===== src/rtl/wta_knn_ranker_if.sv =====
// Control, PWM and result bundle for wta_knn_ranker.
// The master drives window setup and the PWM pins; the slave is the ranker.
interface wta_knn_ranker_if #(
  parameter int N_CH  = 8,
  parameter int CNT_W = 12,
  parameter int K_W   = 3
);
  logic                  i_start;
  logic [K_W-1:0]        i_k;
  logic                  i_mode;
  logic [N_CH-1:0]       i_en;
  logic [CNT_W-1:0]      i_timeout;
  logic [N_CH-1:0]       i_pwm;
  logic                  o_busy;
  logic                  o_done;
  logic                  o_timeout;
  logic [N_CH-1:0]       o_nn;
  logic [N_CH-1:0]       o_knn;
  logic [N_CH*CNT_W-1:0] o_ts;
  logic [N_CH-1:0]       o_fin;

  modport master (
    output i_start, i_k, i_mode, i_en, i_timeout, i_pwm,
    input  o_busy, o_done, o_timeout, o_nn, o_knn, o_ts, o_fin
  );

  modport slave (
    input  i_start, i_k, i_mode, i_en, i_timeout, i_pwm,
    output o_busy, o_done, o_timeout, o_nn, o_knn, o_ts, o_fin
  );
endinterface


===== src/rtl/wta_knn_ranker.sv =====
// Winner-take-all / k-NN ranker: timestamps the first qualifying PWM edge per
// channel inside a window and ranks arrivals, with simultaneous finishers sharing a rank.
module wta_knn_ranker #(
  parameter int N_CH  = 8,
  parameter int CNT_W = 12,
  parameter int K_W   = 3
) (
  input logic            clk,
  input logic            rst,
  wta_knn_ranker_if.slave bus
);
  localparam int RANK_W = $clog2(N_CH + 1);

  typedef enum logic [1:0] {S_IDLE = 2'd0, S_MEASURE = 2'd1, S_DONE = 2'd2} state_t;

  function automatic logic [RANK_W-1:0] popcount(input logic [N_CH-1:0] v);
    logic [RANK_W-1:0] cnt;
    cnt = '0;
    for (int i = 0; i < N_CH; i++) cnt = cnt + RANK_W'(v[i]);
    return cnt;
  endfunction

  state_t                r_state, w_state_nxt;
  logic                  r_busy, r_done, w_busy_nxt, w_done_nxt;
  logic [N_CH-1:0]       r_sync1, r_sync2, r_prev;
  logic [K_W-1:0]        r_k;
  logic                  r_mode;
  logic [N_CH-1:0]       r_en;
  logic [CNT_W-1:0]      r_tmo, r_timer;
  logic [RANK_W-1:0]     r_n_fin;
  logic [RANK_W-1:0]     r_rank [N_CH];
  logic [N_CH-1:0]       r_fin, r_nn, r_knn;
  logic [N_CH*CNT_W-1:0] r_ts;
  logic                  r_timeout;

  logic [N_CH-1:0]       w_edge, w_fin_now, w_fin_nxt, w_nn_nxt, w_knn_nxt;
  logic [RANK_W-1:0]     w_rank_nxt [N_CH];
  logic                  w_all_fin, w_tmo_hit, w_end;

  // Edge detection, finisher selection, termination and next-cycle rank masks
  always_comb begin
    w_edge    = r_mode ? (r_sync2 & ~r_prev) : (~r_sync2 & r_prev);
    if (r_state == S_MEASURE) begin
      w_fin_now = r_en & ~r_fin & w_edge;
    end else begin
      w_fin_now = '0;
    end
    w_fin_nxt = r_fin | w_fin_now;
    w_all_fin = ((w_fin_nxt & r_en) == r_en);
    w_tmo_hit = (r_timer == r_tmo);
    w_end     = (r_state == S_MEASURE) && (w_all_fin || w_tmo_hit);
    w_nn_nxt  = '0;
    w_knn_nxt = '0;
    for (int i = 0; i < N_CH; i++) begin
      w_rank_nxt[i] = w_fin_now[i] ? r_n_fin : r_rank[i];
      w_nn_nxt[i]   = w_fin_nxt[i] && (w_rank_nxt[i] == '0);
      w_knn_nxt[i]  = w_fin_nxt[i] && (32'(w_rank_nxt[i]) < 32'(r_k));
    end
  end

  // FSM state register together with the registered busy/done flags
  always_ff @(posedge clk) begin
    if (rst) begin
      r_state <= S_IDLE;
      r_busy  <= 1'b0;
      r_done  <= 1'b0;
    end else begin
      r_state <= w_state_nxt;
      r_busy  <= w_busy_nxt;
      r_done  <= w_done_nxt;
    end
  end

  // FSM next-state logic
  always_comb begin
    w_state_nxt = r_state;
    case (r_state)
      S_IDLE: begin
        if (bus.i_start) w_state_nxt = S_MEASURE;
        else             w_state_nxt = S_IDLE;
      end
      S_MEASURE: begin
        if (w_end) w_state_nxt = S_DONE;
        else       w_state_nxt = S_MEASURE;
      end
      S_DONE:  w_state_nxt = S_IDLE;
      default: w_state_nxt = S_IDLE;
    endcase
  end

  // FSM outputs decoded from the next state so they register alongside it
  always_comb begin
    w_busy_nxt = 1'b0;
    w_done_nxt = 1'b0;
    case (w_state_nxt)
      S_MEASURE: w_busy_nxt = 1'b1;
      S_DONE:    w_done_nxt = 1'b1;
      default: begin
        w_busy_nxt = 1'b0;
        w_done_nxt = 1'b0;
      end
    endcase
  end

  // Synchroniser, window setup latch, timer and per-channel result registers
  always_ff @(posedge clk) begin
    if (rst) begin
      r_sync1   <= '0;
      r_sync2   <= '0;
      r_prev    <= '0;
      r_k       <= '0;
      r_mode    <= 1'b0;
      r_en      <= '0;
      r_tmo     <= '0;
      r_timer   <= '0;
      r_n_fin   <= '0;
      r_fin     <= '0;
      r_nn      <= '0;
      r_knn     <= '0;
      r_ts      <= {(N_CH*CNT_W){1'b1}};
      r_timeout <= 1'b0;
      for (int i = 0; i < N_CH; i++) r_rank[i] <= '0;
    end else begin
      r_sync1 <= bus.i_pwm;
      r_sync2 <= r_sync1;
      r_prev  <= r_sync2;
      case (r_state)
        S_IDLE: begin
          if (bus.i_start) begin
            r_k       <= bus.i_k;
            r_mode    <= bus.i_mode;
            r_en      <= bus.i_en;
            r_tmo     <= bus.i_timeout;
            r_timer   <= '0;
            r_n_fin   <= '0;
            r_fin     <= '0;
            r_nn      <= '0;
            r_knn     <= '0;
            r_ts      <= {(N_CH*CNT_W){1'b1}};
            r_timeout <= 1'b0;
            for (int i = 0; i < N_CH; i++) r_rank[i] <= '0;
          end
        end
        S_MEASURE: begin
          if (r_timer != {CNT_W{1'b1}}) r_timer <= r_timer + CNT_W'(1);
          r_fin   <= w_fin_nxt;
          r_nn    <= w_nn_nxt;
          r_knn   <= w_knn_nxt;
          r_n_fin <= r_n_fin + popcount(w_fin_now);
          for (int i = 0; i < N_CH; i++) begin
            r_rank[i] <= w_rank_nxt[i];
            if (w_fin_now[i]) r_ts[i*CNT_W +: CNT_W] <= r_timer;
          end
          // A window that completes on its last timed cycle is not a timeout
          if (w_tmo_hit && !w_all_fin) r_timeout <= 1'b1;
        end
        default: ;
      endcase
    end
  end

  assign bus.o_busy    = r_busy;
  assign bus.o_done    = r_done;
  assign bus.o_timeout = r_timeout;
  assign bus.o_nn      = r_nn;
  assign bus.o_knn     = r_knn;
  assign bus.o_ts      = r_ts;
  assign bus.o_fin     = r_fin;
endmodule

===== src/flat_wrapper.sv =====
// flat-port wrapper written by rule: the top's interface ports become plain ports
module wta_knn_ranker_flat 
#(
  parameter int N_CH  = 8,
  parameter int CNT_W = 12,
  parameter int K_W   = 3
)
  (clk, rst, bus_i_start, bus_i_k, bus_i_mode, bus_i_en, bus_i_timeout, bus_i_pwm, bus_o_busy, bus_o_done, bus_o_timeout, bus_o_nn, bus_o_knn, bus_o_ts, bus_o_fin);
  wta_knn_ranker_if #(.N_CH(N_CH), .CNT_W(CNT_W), .K_W(K_W)) bus_i ();
  input logic clk;
  input logic rst;
  input wire logic [$bits(bus_i.i_start)-1:0] bus_i_start;
  input wire logic [$bits(bus_i.i_k)-1:0] bus_i_k;
  input wire logic [$bits(bus_i.i_mode)-1:0] bus_i_mode;
  input wire logic [$bits(bus_i.i_en)-1:0] bus_i_en;
  input wire logic [$bits(bus_i.i_timeout)-1:0] bus_i_timeout;
  input wire logic [$bits(bus_i.i_pwm)-1:0] bus_i_pwm;
  output wire logic [$bits(bus_i.o_busy)-1:0] bus_o_busy;
  output wire logic [$bits(bus_i.o_done)-1:0] bus_o_done;
  output wire logic [$bits(bus_i.o_timeout)-1:0] bus_o_timeout;
  output wire logic [$bits(bus_i.o_nn)-1:0] bus_o_nn;
  output wire logic [$bits(bus_i.o_knn)-1:0] bus_o_knn;
  output wire logic [$bits(bus_i.o_ts)-1:0] bus_o_ts;
  output wire logic [$bits(bus_i.o_fin)-1:0] bus_o_fin;
  assign bus_i.i_start = bus_i_start;
  assign bus_i.i_k = bus_i_k;
  assign bus_i.i_mode = bus_i_mode;
  assign bus_i.i_en = bus_i_en;
  assign bus_i.i_timeout = bus_i_timeout;
  assign bus_i.i_pwm = bus_i_pwm;
  assign bus_o_busy = bus_i.o_busy;
  assign bus_o_done = bus_i.o_done;
  assign bus_o_timeout = bus_i.o_timeout;
  assign bus_o_nn = bus_i.o_nn;
  assign bus_o_knn = bus_i.o_knn;
  assign bus_o_ts = bus_i.o_ts;
  assign bus_o_fin = bus_i.o_fin;
  wta_knn_ranker #(.N_CH(N_CH), .CNT_W(CNT_W), .K_W(K_W)) u_core (.clk(clk), .rst(rst), .bus(bus_i));
endmodule

===== config.mk =====
export PLATFORM = sky130hd
export DESIGN_NAME = wta_knn_ranker_flat
export DESIGN_NICKNAME = d
export VERILOG_FILES = /design/src/rtl/wta_knn_ranker_if.sv /design/src/rtl/wta_knn_ranker.sv /design/src/flat_wrapper.sv
export SDC_FILE = /design/constraint.sdc
export NUM_CORES = 1
export LEC_CHECK = 0
export ABC_AREA = 1
export BUFFER_PORTS_ARGS = -buffer_cell sky130_fd_sc_hd__buf_4
export CORE_MARGIN = 1.5
export CORE_UTILIZATION = 40
export DETAILED_ROUTE_END_ITERATION = 6
export RECOVER_POWER = 25
export SLEW_MARGIN = 20
export SYNTH_ARGS = -nofsm -noshare
export SYNTH_HDL_FRONTEND = slang
export SYNTH_SLANG_ARGS = --single-unit

===== constraint.sdc =====
create_clock -name clk -period 10.8 [get_ports clk]
set_input_delay 3.24 -clock clk [delete_from_list [all_inputs] [get_ports clk]]
set_output_delay 3.24 -clock clk [all_outputs]
set_load 0.01 [all_outputs]

== Yosys cells after proc, flatten, opt, wreduce, memory -nomap -nowiden ==
Memory sizes are Yosys's and may differ from the RTL's.
Cells that the tools add are included.

* Memories kept: 1
* Logic and storage cells: 188
* Register bits: 189
* Memory bits (writable): 32
* Output and inout port bits: 123

* Eq/ne operators: 17
* Add/subtract/negate cells: 9
* Bitwise logic cells: 25
* Muxes and demuxes: 62
* $lt $le $gt $ge: 8
* Reductions and logical operators: 42

{| class="wikitable"
|+ Memories
! memory !! words !! bits a word !! rd ports !! clocked after memory_dff !! wr ports !! RTL line !! RTL
|-
| u_core.r_rank || 8 || 4 || 8 || 0 || 8 || wta_knn_ranker.sv:31 || <nowiki>logic [RANK_W-1:0] r_rank [N_CH];</nowiki>
|}

{| class="wikitable"
|+ Operator list
! cell !! count
|-
| $pmux W96 S2 || 1
|-
| $mux W12 || 10
|-
| $mux W4 || 25
|-
| $mux W96 || 1
|-
| $pmux W8 S2 || 3
|-
| $and A8 B8 Y8 || 5
|-
| $logic_not A4 Y1 || 8
|-
| $lt A4 B3 Y1 || 8
|-
| $reduce_and A3 Y1 || 10
|-
| $add A4 B1 Y4 || 6
|-
| $mux W8 || 3
|-
| $not A8 Y8 || 3
|-
| $pmux W12 S2 || 1
|-
| $logic_and A1 B1 Y1 || 18
|-
| $ne A2 B1 Y1 const B || 8
|-
| $or A1 B1 Y1 || 16
|-
| $mux W1 || 14
|-
| $add A12 B1 Y12 const B || 1
|-
| $eq A12 B12 Y1 || 1
|-
| $ne A12 B12 Y1 const B || 1
|-
| $eq A8 B8 Y1 || 1
|-
| $or A8 B8 Y8 || 1
|-
| $pmux W4 S2 || 1
|-
| $ne A2 B2 Y1 const B || 3
|-
| 12 further kinds || 14
|}

== Logic depth before layout (Yosys ltp) ==
* Depth in word-level cells: 14
* Depth in mapped cells: 18
* Depth with buffers taken out: 17

== Least setup slack after synthesis ==
OpenSTA, ideal clock, no wires.

* Path kind: input to register
* From: input bus_i_start
* To: memory u_core.r_rank[0][10] in the netlist's numbering (enable)
* Data arrival time: 4.175 ns
* Path slack: 6.281 ns
* Library setup time: 0.344 ns
* Path buffers: 1
* Stages: 7
* Cells stage by stage: nand2_1 > nor2_2 > nor2_2 > inv_1 > nor2_4 > buf_4 > inv_1

{| class="wikitable"
|+ RTL lines
! what !! RTL line !! RTL
|-
| start: declaration || flat_wrapper.sv:12 || <nowiki>input wire logic [$bits(bus_i.i_start)-1:0] bus_i_start;</nowiki>
|-
| end: declaration || wta_knn_ranker.sv:31 ||
|}

==> results list <==
- Post-synth EDFFs: 28
* CTS clk-pin slew, worst paths: 0.06 ns
* Async set-or-reset flop fraction in the synthesized netlist: 0%
- Count of nets left with antenna violations after detail routing: 0
- Startpoint of the most critical register-to-register path: u_core.r_mode$_SDFFE_PP0P_
- End of the worst register-to-register path: u_core.r_n_fin[2]$_SDFFE_PP0P_
- Share of the synthesized area in the top cell type: 40.4%
- The initial antenna violation count was 0.
* Number of stages on the worst setup path: 4
- Setup violations remaining at the end of the flow were counted as 0.
- Worst-path cell chain: clkbuf_1, nor2_1, inv_1, nor2_1
- Final routed wirelength across all metal layers: 26,600 um
* Sequential cell area fraction in the yosys report: 49.2%
* Fin. Hold Viols: 0
- Register bit total from synthesis: 221
- Net switching power of the design: 0.663 mW
- sky130_fd_sc_hd__dfxtp_1 takes more of the synthesized area than any other cell.
- Most frequent cell after synthesis: sky130_fd_sc_hd__nand2_1
- Cell-internal power: 1.57 mW
- CTS hold repair buffers: 0
* R2R depth: 14
- In this run the worst setup path terminates at u_core.r_rank[0][11]$_SDFFCE_PN0P_.
- Along the worst path, the maximum fanout reaches 36.
* Prevailing post-synth register cell: sky130_fd_sc_hd__dfxtp_1
- Post-layout power: 2.23 mW
- In this run, flip-flops and latches consume 43.1% of the power.
* Final worst-path cycle share: 58.7%
* Synth Cell Area: 9550 um2
- Result of the run: complete, but fails checks
- For the worst-skew pair, the clock arrives at the later sink with an insertion delay of 0.52 ns.
- Per report_power, the clock group accounts for 37.6% of the total.
* Setup repair after global routing missed its margin: false
* Synth area leaders: sky130_fd_sc_hd__dfxtp_1 (40%), sky130_fd_sc_hd__nand2_1 (17%), sky130_fd_sc_hd__edfxtp_1 (8.8%), sky130_fd_sc_hd__nand3_1 (6.3%), sky130_fd_sc_hd__inv_1 (5.1%)
- For this block, the initial DRC count from the detailed router was 656.
- Synthesized instance count: 1,245
- Area grow syn2layout: 20.3%
- The number of gates resized after CTS was 0.
- Highest achievable clock rate: 158 MHz
* Number of vias after detailed routing: 8,339
- Yosys printed 0 warnings.
* Pin count of the biggest net entering global routing: 78
- Nets: 1,440
- Global Route Usage Sum: 21.3%
- Root buf cell: sky130_fd_sc_hd__clkbuf_16
* Site row count: 56
- Across the run, the number of max-cap violations was 2.
- The die is 158 um wide.
- Global-route wire length before repair: 41,200 um
- From bottom edge to top edge, the die measures 158 um.
- Combined area of the multi-input logic cells: 4000 um2
* I/O pin total: 158
* Number of buffer cells added on primary ports: 157
- The min-delay analysis places its worst path in the category reg2reg.
* Cell repeated most along the worst path: sky130_fd_sc_hd__nor2_1
* Max rail drop VDD: 0.000118 V
- For this design, the slowest cell found on the critical path is sky130_fd_sc_hd__clkbuf_1.
- STA puts the critical path data required time at 11.02 ns.
- For this configuration, the core starts out at a cell density of 40.7%.
* Layout cells sized above 1: 14.4%
- Kind of cell with the highest combined delay on the critical path: buffers and inverters
- Number of clock sinks: 221
* Worst max-slew margin expressed relative to the limit: -23.2%
* First drt pass iteration count: 5
- Largest clock skew in the final design: 0.0101 ns
* Setup total negative slack: 0 ns
- Post-DR vias/cell: 4.87
- DP HPWL: 18,200 um
- Average wire per standard cell: 15.6 um
- STA puts the critical path data arrival time at 6.56 ns.
- The final reports fail on capacitance limit, slew limit.
- In this run the standard cell core region covers 23,500 um2.
* Library cells used by synthesis: 33
- TritonCTS built the clock tree.
* Worst path buffer plus inverter count: 2
- The number of nets in the synthesized netlist is 1,310.
- For the pin with the worst max-slew slack, the measured transition is 1.85 ns.
- In the routed design, unresolved DRC markers number 0.
- The number of setup buffers added after CTS is 0.
- The number of pins with negative max-slew slack in the final report was 57.
- CTS buffer count: 25
* Flop2flop setup slack: 6.70 ns
- Top post-synthesis cells by count: sky130_fd_sc_hd__nand2_1 (445), sky130_fd_sc_hd__dfxtp_1 (193), sky130_fd_sc_hd__inv_1 (129)
- Depth of the CTS H-tree: 1
* Critical Path Source: rst
* Type of the worst setup path: in2reg
- Global routing finished with a remaining overflow of 0.
- The number of global-route vias before repair came to 7,587.
- Each instance of the synthesized netlist takes up on average 7.67 um2.
- Leak Pwr: 5.33 nW
- The congestion estimate from routability-driven global placement came to 0.823.
- Antenna diodes: 0
- Pwr dens: 194 nW/um2
* Final min period: 6.34 ns
* FF+latch area: 4700 um2
- Portion of total power attributed to combinational logic: 19.3%
- The worst setup path is launched from an input pin.
- DIE AREA: 24,800 um2
* Fraction of power spent switching nets: 29.7%
- Category of the worst setup path capture point: flop
- The largest single stage delay on the critical path is 1.30 ns.
* Final-layout fill cell count: 2,345
- Maximum count of clock buffers along a single path: 3
final cells by class:
cell class,instances,area share (%)
Clock buffer,39,6.61
Multi-Input combinational cell,833,34.8
Clock inverter,6,0.490
Tap cell,319,3.47
Inverter,134,4.38
Timing Repair Buffer,160,9.31
Sequential cell,221,40.9
sequential cells by signal, indices dropped and copies added, names as in the netlist, 12 cells and up:
name,flops
u_core.bus.o_ts,96
u_core.r_rank,32
u_core.r_timer,12
u_core.r_tmo,12
metal layers:
layer | GRT usage [%] | part of all wire [%] | vias up
met2 | 33.4 | 45 | 206
met4 | 6.65 | 2.8 | 0
met5 | 0 | 0 | -
met3 | 3.11 | 5.4 | 47
li1 | - | - | 4229
met1 | 30.0 | 47 | 3857
cells by family after synthesis:
family,after synthesis,share of synthesized area (%)
xor+xnor,3,0.275
compound gates,100,6.02
buf+inv,191,8.67
flops,221,49.2
simple gates,700,31.5
fa+ha+maj,30,4.24
cells in the final DEF (no fill, tap or decap), types with 2 or more instances in the layout:
cell / n
sky130_fd_sc_hd__nand3_1: 121
sky130_fd_sc_hd__nand4_1: 23
sky130_fd_sc_hd__nor2_1: 61
sky130_fd_sc_hd__nand2_1: 445
sky130_fd_sc_hd__nand3_2: 7
sky130_fd_sc_hd__buf_4: 125
sky130_fd_sc_hd__clkbuf_16: 26
sky130_fd_sc_hd__clkbuf_1: 42
sky130_fd_sc_hd__inv_1: 129
sky130_fd_sc_hd__dfxtp_1: 193
sky130_fd_sc_hd__nand2_2: 5
sky130_fd_sc_hd__ha_1: 26
sky130_fd_sc_hd__o21ai_0: 26
sky130_fd_sc_hd__nor3_1: 21
sky130_fd_sc_hd__o211ai_1: 8
sky130_fd_sc_hd__nor2_4: 7
sky130_fd_sc_hd__edfxtp_1: 28
sky130_fd_sc_hd__a22o_1: 9
sky130_fd_sc_hd__a21oi_1: 32
sky130_fd_sc_hd__o21ai_2: 4
sky130_fd_sc_hd__clkinv_2: 4
sky130_fd_sc_hd__xnor2_1: 2
sky130_fd_sc_hd__clkbuf_8: 6
sky130_fd_sc_hd__nor2_2: 9
sky130_fd_sc_hd__fa_1: 4
sky130_fd_sc_hd__o21ai_1: 18
sky130_fd_sc_hd__inv_2: 5
per-stage QoR:
stage | hold WS [ns] | cell area [um2] | utilization (%) | setup WS [ns] | std cells
2_1_floorplan | 0.388 | 9550 | - | 6.28 | 1245
3_3_place_gp | 0.392 | 10800 | 46.1 | 5.64 | 1667
3_5_place_dp | 0.393 | 10800 | 46.1 | 5.59 | 1667
4_1_cts | 0.402 | 11600 | 49.6 | 6.13 | 1712
5_1_grt | 0.421 | 11500 | 49.0 | 4.04 | 1712
6_report | 0.399 | 11500 | 49.0 | 4.46 | 1712
worst min-delay path by stage:
stage	startpoint	end	slack (ns)	cells after the start
floorplan	u_core.r_sync1[0]$_SDFF_PP0_	u_core.r_sync2[0]$_SDFF_PP0_	0.39	2
global placement	u_core.r_sync1[2]$_SDFF_PP0_	u_core.r_sync2[2]$_SDFF_PP0_	0.39	2
detailed placement	u_core.r_sync1[2]$_SDFF_PP0_	u_core.r_sync2[2]$_SDFF_PP0_	0.39	2
CTS	u_core.r_sync1[2]$_SDFF_PP0_	u_core.r_sync2[2]$_SDFF_PP0_	0.40	2
global route	u_core.r_sync1[3]$_SDFF_PP0_	u_core.r_sync2[3]$_SDFF_PP0_	0.42	2
finish	u_core.r_sync1[2]$_SDFF_PP0_	u_core.r_sync2[2]$_SDFF_PP0_	0.40	2
tightest hold or removal path, stage by stage (launching register included):
cell and delay, ns:
sky130_fd_sc_hd__dfxtp_1 0.29, sky130_fd_sc_hd__inv_1 0.04, sky130_fd_sc_hd__nor2_1 0.03
power groups by stage:
stage | Combinational (mW) | Clock [mW] | Sequential (mW)
finish | 0.430 | 0.841 | 0.963
CTS | 0.446 | 0.856 | 0.963
detailed placement | 0.444 | 0 | 0.979
global route | 0.485 | 0.883 | 0.972
floorplan | 0.254 | 0 | 0.994
global placement | 0.440 | 0 | 0.978
Power figures use the tool's default switching activity.
